[src/rtl/evr_trigger_pkg.sv]
// Shared constants for the EVR hardware trigger outputs: CSR field selects,
// the idle event code and the per-channel state encoding.
package evr_trigger_pkg;

  localparam logic [2:0] FIELD_CODE     = 3'd0;
  localparam logic [2:0] FIELD_DELAY    = 3'd1;
  localparam logic [2:0] FIELD_WIDTH    = 3'd2;
  localparam logic [2:0] FIELD_POLARITY = 3'd3;

  // Code 0 is "no event": it is never matched and disables a channel.
  localparam int unsigned EVCODE_IDLE = 0;

  typedef enum logic [1:0] {
    IDLE  = 2'd0,
    DELAY = 2'd1,
    PULSE = 2'd2
  } chState_t;

endpackage

[src/rtl/evr_trigger_channel.sv]
// One hardware trigger channel: event-code match, delay down-counter, then a
// pulse whose length is set by the width down-counter.
//
// state | meaning
// IDLE  | waiting for a match on the programmed code
// DELAY | counting down the programmed delay; a new match restarts it
// PULSE | output active while the width counter runs down; matches ignored
module evr_trigger_channel
  import evr_trigger_pkg::*;
#(
  parameter int EVENTCODE_WIDTH = 8,
  parameter int COUNTER_WIDTH   = 16
) (
  input  logic                       evrRxClk,
  input  logic                       evrRxReset_n,
  input  logic [EVENTCODE_WIDTH-1:0] rxCode,
  input  logic [EVENTCODE_WIDTH-1:0] chCode,
  input  logic [COUNTER_WIDTH-1:0]   delay,
  input  logic [COUNTER_WIDTH-1:0]   width,
  output logic                       active
);

  localparam logic [COUNTER_WIDTH-1:0] CNT_ONE = COUNTER_WIDTH'(1);

  chState_t                 state, stateNext;
  logic [COUNTER_WIDTH-1:0] cnt, cntNext, widthLoad;
  logic                     codeEnabled, match;

  assign codeEnabled = (chCode != EVENTCODE_WIDTH'(EVCODE_IDLE));
  assign match       = codeEnabled && (rxCode == chCode);
  // Counters terminate at 0, so load N-1 to get N cycles; width 0 acts as 1.
  assign widthLoad   = (width == '0) ? '0 : width - CNT_ONE;

  always_ff @(posedge evrRxClk or negedge evrRxReset_n) begin
    if (!evrRxReset_n) begin
      state <= IDLE;
      cnt   <= '0;
    end else begin
      state <= stateNext;
      cnt   <= cntNext;
    end
  end

  always_comb begin
    stateNext = state;
    cntNext   = cnt;
    case (state)
      IDLE, DELAY: begin
        if (match) begin
          if (delay == '0) begin
            stateNext = PULSE;
            cntNext   = widthLoad;
          end else begin
            stateNext = DELAY;
            cntNext   = delay - CNT_ONE;
          end
        end else if (state == DELAY) begin
          if (cnt == '0) begin
            stateNext = PULSE;
            cntNext   = widthLoad;
          end else begin
            cntNext = cnt - CNT_ONE;
          end
        end
      end
      PULSE: begin
        if (cnt == '0) stateNext = IDLE;
        else           cntNext   = cnt - CNT_ONE;
      end
      default: begin
        stateNext = IDLE;
        cntNext   = '0;
      end
    endcase
    if (!codeEnabled) begin
      stateNext = IDLE;
      cntNext   = '0;
    end
  end

  // Gating with codeEnabled drops the output the cycle after code 0 is written.
  assign active = (state == PULSE) && codeEnabled;

endmodule

[src/rtl/evr_hardware_trigger_outputs.sv]
// EVR hardware trigger outputs: CSR decode/config, event input register,
// readback mux and one trigger channel per output. EVR_TRIGGER_POLARITY_EN adds per-channel invert.
module evr_hardware_trigger_outputs
  import evr_trigger_pkg::*;
#(
  parameter int OUTPUT_COUNT    = 6,
  parameter int EVENTCODE_WIDTH = 8,
  parameter int COUNTER_WIDTH   = 16
) (
  input  logic                       evrRxClk,
  input  logic                       evrRxReset_n,
  input  logic                       csrStrobe,
  input  logic [31:0]                csrGPIO_OUT,
  output logic [31:0]                status,
  input  logic [EVENTCODE_WIDTH-1:0] eventTDATA,
  input  logic                       eventTVALID,
  output logic                       eventTREADY,
  output logic [OUTPUT_COUNT-1:0]    triggers
);

  logic                       csrWrite;
  logic [2:0]                 csrField, rdField;
  logic [3:0]                 csrChan, rdChan;
  logic [EVENTCODE_WIDTH-1:0] codeCfg  [OUTPUT_COUNT];
  logic [COUNTER_WIDTH-1:0]   delayCfg [OUTPUT_COUNT];
  logic [COUNTER_WIDTH-1:0]   widthCfg [OUTPUT_COUNT];
  logic [EVENTCODE_WIDTH-1:0] rxCode;
  logic                       readyReg;
  logic [OUTPUT_COUNT-1:0]    active;
  logic [15:0]                rdData;
  logic                       unusedCsrBits;

  assign csrWrite      = csrStrobe && csrGPIO_OUT[31];
  assign csrField      = csrGPIO_OUT[30:28];
  assign csrChan       = csrGPIO_OUT[27:24];
  assign unusedCsrBits = ^csrGPIO_OUT;

  always_ff @(posedge evrRxClk or negedge evrRxReset_n) begin
    if (!evrRxReset_n) begin
      for (int i = 0; i < OUTPUT_COUNT; i++) begin
        codeCfg[i]  <= '0;
        delayCfg[i] <= '0;
        widthCfg[i] <= '0;
      end
    end else begin
      for (int i = 0; i < OUTPUT_COUNT; i++) begin
        if (csrWrite && (csrChan == 4'(i))) begin
          case (csrField)
            FIELD_CODE:  codeCfg[i]  <= csrGPIO_OUT[EVENTCODE_WIDTH-1:0];
            FIELD_DELAY: delayCfg[i] <= csrGPIO_OUT[COUNTER_WIDTH-1:0];
            FIELD_WIDTH: widthCfg[i] <= csrGPIO_OUT[COUNTER_WIDTH-1:0];
            default: ;
          endcase
        end
      end
    end
  end

  // Ready drops for the cycle after a write so config never changes under a compare.
  always_ff @(posedge evrRxClk or negedge evrRxReset_n) begin
    if (!evrRxReset_n) begin
      rdChan   <= '0;
      rdField  <= '0;
      rxCode   <= EVENTCODE_WIDTH'(EVCODE_IDLE);
      readyReg <= 1'b0;
    end else begin
      if (csrStrobe) begin
        rdChan  <= csrChan;
        rdField <= csrField;
      end
      rxCode   <= (eventTVALID && readyReg) ? eventTDATA : EVENTCODE_WIDTH'(EVCODE_IDLE);
      readyReg <= !csrWrite;
    end
  end

  assign eventTREADY = readyReg;

  for (genvar g = 0; g < OUTPUT_COUNT; g++) begin : gCh
    evr_trigger_channel #(
      .EVENTCODE_WIDTH(EVENTCODE_WIDTH),
      .COUNTER_WIDTH  (COUNTER_WIDTH)
    ) uCh (
      .evrRxClk    (evrRxClk),
      .evrRxReset_n(evrRxReset_n),
      .rxCode      (rxCode),
      .chCode      (codeCfg[g]),
      .delay       (delayCfg[g]),
      .width       (widthCfg[g]),
      .active      (active[g])
    );
  end

`ifdef EVR_TRIGGER_POLARITY_EN
  logic [OUTPUT_COUNT-1:0] invertCfg;

  always_ff @(posedge evrRxClk or negedge evrRxReset_n) begin
    if (!evrRxReset_n) begin
      invertCfg <= '0;
    end else begin
      for (int i = 0; i < OUTPUT_COUNT; i++) begin
        if (csrWrite && (csrChan == 4'(i)) && (csrField == FIELD_POLARITY))
          invertCfg[i] <= csrGPIO_OUT[0];
      end
    end
  end

  assign triggers = active ^ invertCfg;
`else
  assign triggers = active;
`endif

  always_comb begin
    rdData = '0;
    for (int i = 0; i < OUTPUT_COUNT; i++) begin
      if (rdChan == 4'(i)) begin
        case (rdField)
          FIELD_CODE:     rdData = 16'(codeCfg[i]);
          FIELD_DELAY:    rdData = 16'(delayCfg[i]);
          FIELD_WIDTH:    rdData = 16'(widthCfg[i]);
`ifdef EVR_TRIGGER_POLARITY_EN
          FIELD_POLARITY: rdData = 16'(invertCfg[i]);
`endif
          default: ;
        endcase
      end
    end
  end

  assign status = {16'(triggers), rdData};

endmodule
[config.mk]
export PLATFORM = sky130hd
export DESIGN_NAME = evr_hardware_trigger_outputs
export DESIGN_NICKNAME = d
export VERILOG_FILES = /design/src/rtl/evr_trigger_pkg.sv /design/src/rtl/evr_trigger_channel.sv /design/src/rtl/evr_hardware_trigger_outputs.sv
export SDC_FILE = /design/constraint.sdc
export NUM_CORES = 1
export LEC_CHECK = 0
export ABC_AREA = 1
export BUFFER_PORTS_ARGS = -buffer_cell sky130_fd_sc_hd__buf_4
export CAP_MARGIN = 20
export CORE_MARGIN = 4
export CORE_UTILIZATION = 40
export CTS_CLUSTER_DIAMETER = 120
export CTS_CLUSTER_SIZE = 8
export DETAILED_ROUTE_END_ITERATION = 10
export SYNTH_ARGS = -nofsm -noshare
export SYNTH_HDL_FRONTEND = slang
export SYNTH_SLANG_ARGS = --single-unit
[constraint.sdc]
create_clock -name evrRxClk -period 2.03 [get_ports evrRxClk]
set_input_delay 0.406 -clock evrRxClk [delete_from_list [all_inputs] [get_ports evrRxClk]]
set_output_delay 0.406 -clock evrRxClk [all_outputs]
set_load 0.05 [all_outputs]
==> impl_results.md <==
- Outcome: complete, but fails checks
- Failing checks: negative setup slack
- Die Span X: 277 um
- # port buffers: 64
- Worst Path Max Fanout: 11
- Reg clk slew, reported paths: 0.05 ns
- Number of synthesis warnings: 0
- First-pass GRT wire length: 171000 um
- Post-synth cell types: 58
- Synth top area share: 31.4%
- Row count: 98
- Setup WS post-layout: -0.971 ns
- Clk buf depth: 3
- Cell Count Post-Placement: 5918
- Area Overhead vs Synth: 30.9%
- Cell taking the most area after synthesis: dfrtp_1
- Final std cells w/o fill: 6082
- Final ANT Viol Nets: 0
- Post-synth EDFFs: 0
- Worst hold margin: 0.0483 ns
- Final worst-path cycle share: 148%
- TritonCTS buffer count: 51
- Largest net degree at the start of global routing: 95
- Post-synth ARST share: 100%
- DRC viols: 0
- Initial antenna violation count: 6
- Sum Neg Setup Slack: -15.76 ns
- Total of max-cap violations: 0
- Synth Register Bits: 364
- Top cells by count, synth: 1685 x nand2_1, 463 x inv_1, 446 x nor2_1
- Setup CP Type: flop to output pin
- Hpwl dp: 85100 um
- 1st-iter DRT viols: 3157
- Worst VDD drop: 1.44 mV
- CTS tree: built
- Starting Density: 40.4%
- Max Transition Viols Final: 0
- Clock latency on the worst-skew pair: 0.62 ns
- Mapped Area: 0.0290 sq mm
- Drt total wl: 114000 um
- Crit path max-delay cell type: dfrtp_1
- Layout cells sized above 1: 23.6%
- Final setup fails: 28
- HP Class: input port to flop
- Gr usage total: 28.0%
- Most frequent CP cell: buf_6
- GPL Wtd Cong: 0.978
- Min Clock Period, post-route: 3.00 ns
- Syn Inst Count: 4608
- RSZ-0062 raised after global routing: true
- CP required: 1.62 ns
- IO Pins: 83
- Vias in the first global route: 29.5k
- H-tree Lvls: 2
- Critical-path cell list: nor2_4, nand2_4, buf_12, clkbuf_16, buf_6, o22ai_2, a22o_1, a21oi_2, nand4_1, buf_6
- DIE HEIGHT: 277 um
- DRT Pass-1 Iters: 6
- Count leader, synth: nand2_1
- Worst-Margin Slew: 0.556 ns
- Via Count: 32.1k
- Power, Total: 49.0 mW
- Seq/Total Area, Yosys: 31.4%
- CTS root buf: clkbuf_16
- Via/cell ratio: 5.28
- Slew margin rel.: 63.0%
- Clock skew: 0.0429 ns
- CP Capture Type: output pin
- Top post-synthesis cells by area: dfrtp_1 31%, nand2_1 22%, nand3_1 7.6%
- TritonCTS Sinks: 364
- Post-place setup slack: -0.688 ns
- Die ar.: 0.0769 sq mm
- Static leakage: 19.7 nW
- CP arrival: 2.59 ns
- Total gr overflow: 0
- Core footprint: 0.0717 sq mm
- Pwr dens: 1290 mW/mm^2
- Main synth FF type: dfrtp_1
- Syn avg cell area: 6.30 sq um
- Final hold viol count: 0
- Startpoint types: flop
- Fmax: 0.333 GHz
- WL per Instance: 18.7 um
- Slowest Stage Delay on Critical Path: 0.42 ns
- # nets final: 5209
-- per-layer routing --
metal  global-route usage (%)  wire length (um)
met5                        0                 0
met4                     6.77              3180
met3                     3.53              8460
met2                     44.8             51200
met1                     40.4             50800
-- final cells by class --
cell class | instances | area (sq um)
timing repair inverter | 1 | 6.26
timing repair buffer | 632 | 5700
multi-input combinational | 3574 | 18600
fill | 7159 | 33700
inverter | 505 | 1990
clock inverter | 3 | 55.1
clock buffer | 52 | 1300
sequential | 364 | 9130
antenna | 1 | 2.50
tap | 950 | 1190
-- through the flow --
| step | util, % | cell area (sq um) |
|---|---|---|
| final | 53.0 | 38000 |
| after global routing | 52.9 | 38000 |
| after CTS | 50.1 | 35900 |
| after detailed placement | 46.9 | 33600 |
| after global placement | 46.9 | 33600 |
| after floorplan | - | 29100 |
-- placed cells by master, fill, tap and decap left out, drive strengths merged, types with 2 or more instances in the layout --
cell	Yosys	final
nand2	1702	1702
buf	103	624
nor2	506	507
inv	500	495
nand3	460	461
o21ai	369	369
dfrtp	364	364
xor2	105	105
nand4	93	93
o22ai	80	80
clkbuf	73	59
nor3	48	48
a21oi	44	44
ha	36	36
xnor2	29	29
o211ai	29	29
nand3b	11	11
conb	1	10
o221ai	10	10
clkinv	5	9
or2	7	7
a22o	6	6
nor4	5	5
clkinvlp	0	4
o2111ai	4	4
a21o	4	4
a221oi	3	3
nor3b	3	3
and3	2	2
o21a	2	2
-- path summary, 6_finish.rpt --
check / to / start / slack [ns] / depth (start not counted)
setup / recovery: status[12] / rdField[2] / -0.97 / 10
hold / removal: rxCode[7] / eventTDATA[7] / 0.05 / 3
setup reg to reg: gCh[0].uCh.cnt[7] / rxCode[1] / 0.02 / 13
hold reg to reg: gCh[2].uCh.cnt[0] / gCh[2].uCh.cnt[0] / 0.48 / 2
max in group asynchronous: widthCfg[84] / evrRxReset_n / 0.99 / 4
min in group asynchronous: widthCfg[51] / evrRxReset_n / 0.20 / 2
-- registers in the layout, indices dropped and copies added (netlist names) --
name           cells
codeCfg           48
delayCfg          96
eventTREADY        1
gCh.uCh.cnt       96
gCh.uCh.state     12
rdChan             4
rdField            3
rxCode             8
widthCfg          96
-- what timing repair did --
| action | in CTS | in global routing |
|---|---|---|
| pin swaps | 42 | 144 |
| setup buffers | 41 | 62 |
| endpoints found under the setup margin | 94 | 129 |
| gates cloned | 2 | 11 |
| hold buffers | 1 | 0 |
| hold endpoints to repair | 191 | 0 |
| resized for setup | 179 | 401 |
-- logic make-up after synthesis --
kind of cell | Yosys count | synth area share (%)
simple gates | 2838 | 42.1
buf+inv | 681 | 9.96
compound gates | 554 | 10.9
flops | 364 | 31.4
xor+xnor | 134 | 4.05
fa+ha+maj | 36 | 1.55
other cells | 1 | 0.0129
-- power breakdown --
part | total, mW | switching (mW) | internal [mW]
clock network | 7.90 | 3.31 | 4.59
logic | 31.5 | 19.3 | 12.2
registers | 9.62 | 1.25 | 8.37
-- worst max-delay path, delay by kind of cell (launching register included) --
family          cells  cell delay [ns]
buf+inv             4             0.61
simple gates        3             0.50
compound gates      3             0.47
flops               1             0.42
No activity file was read; power rests on OpenSTA's default activity.
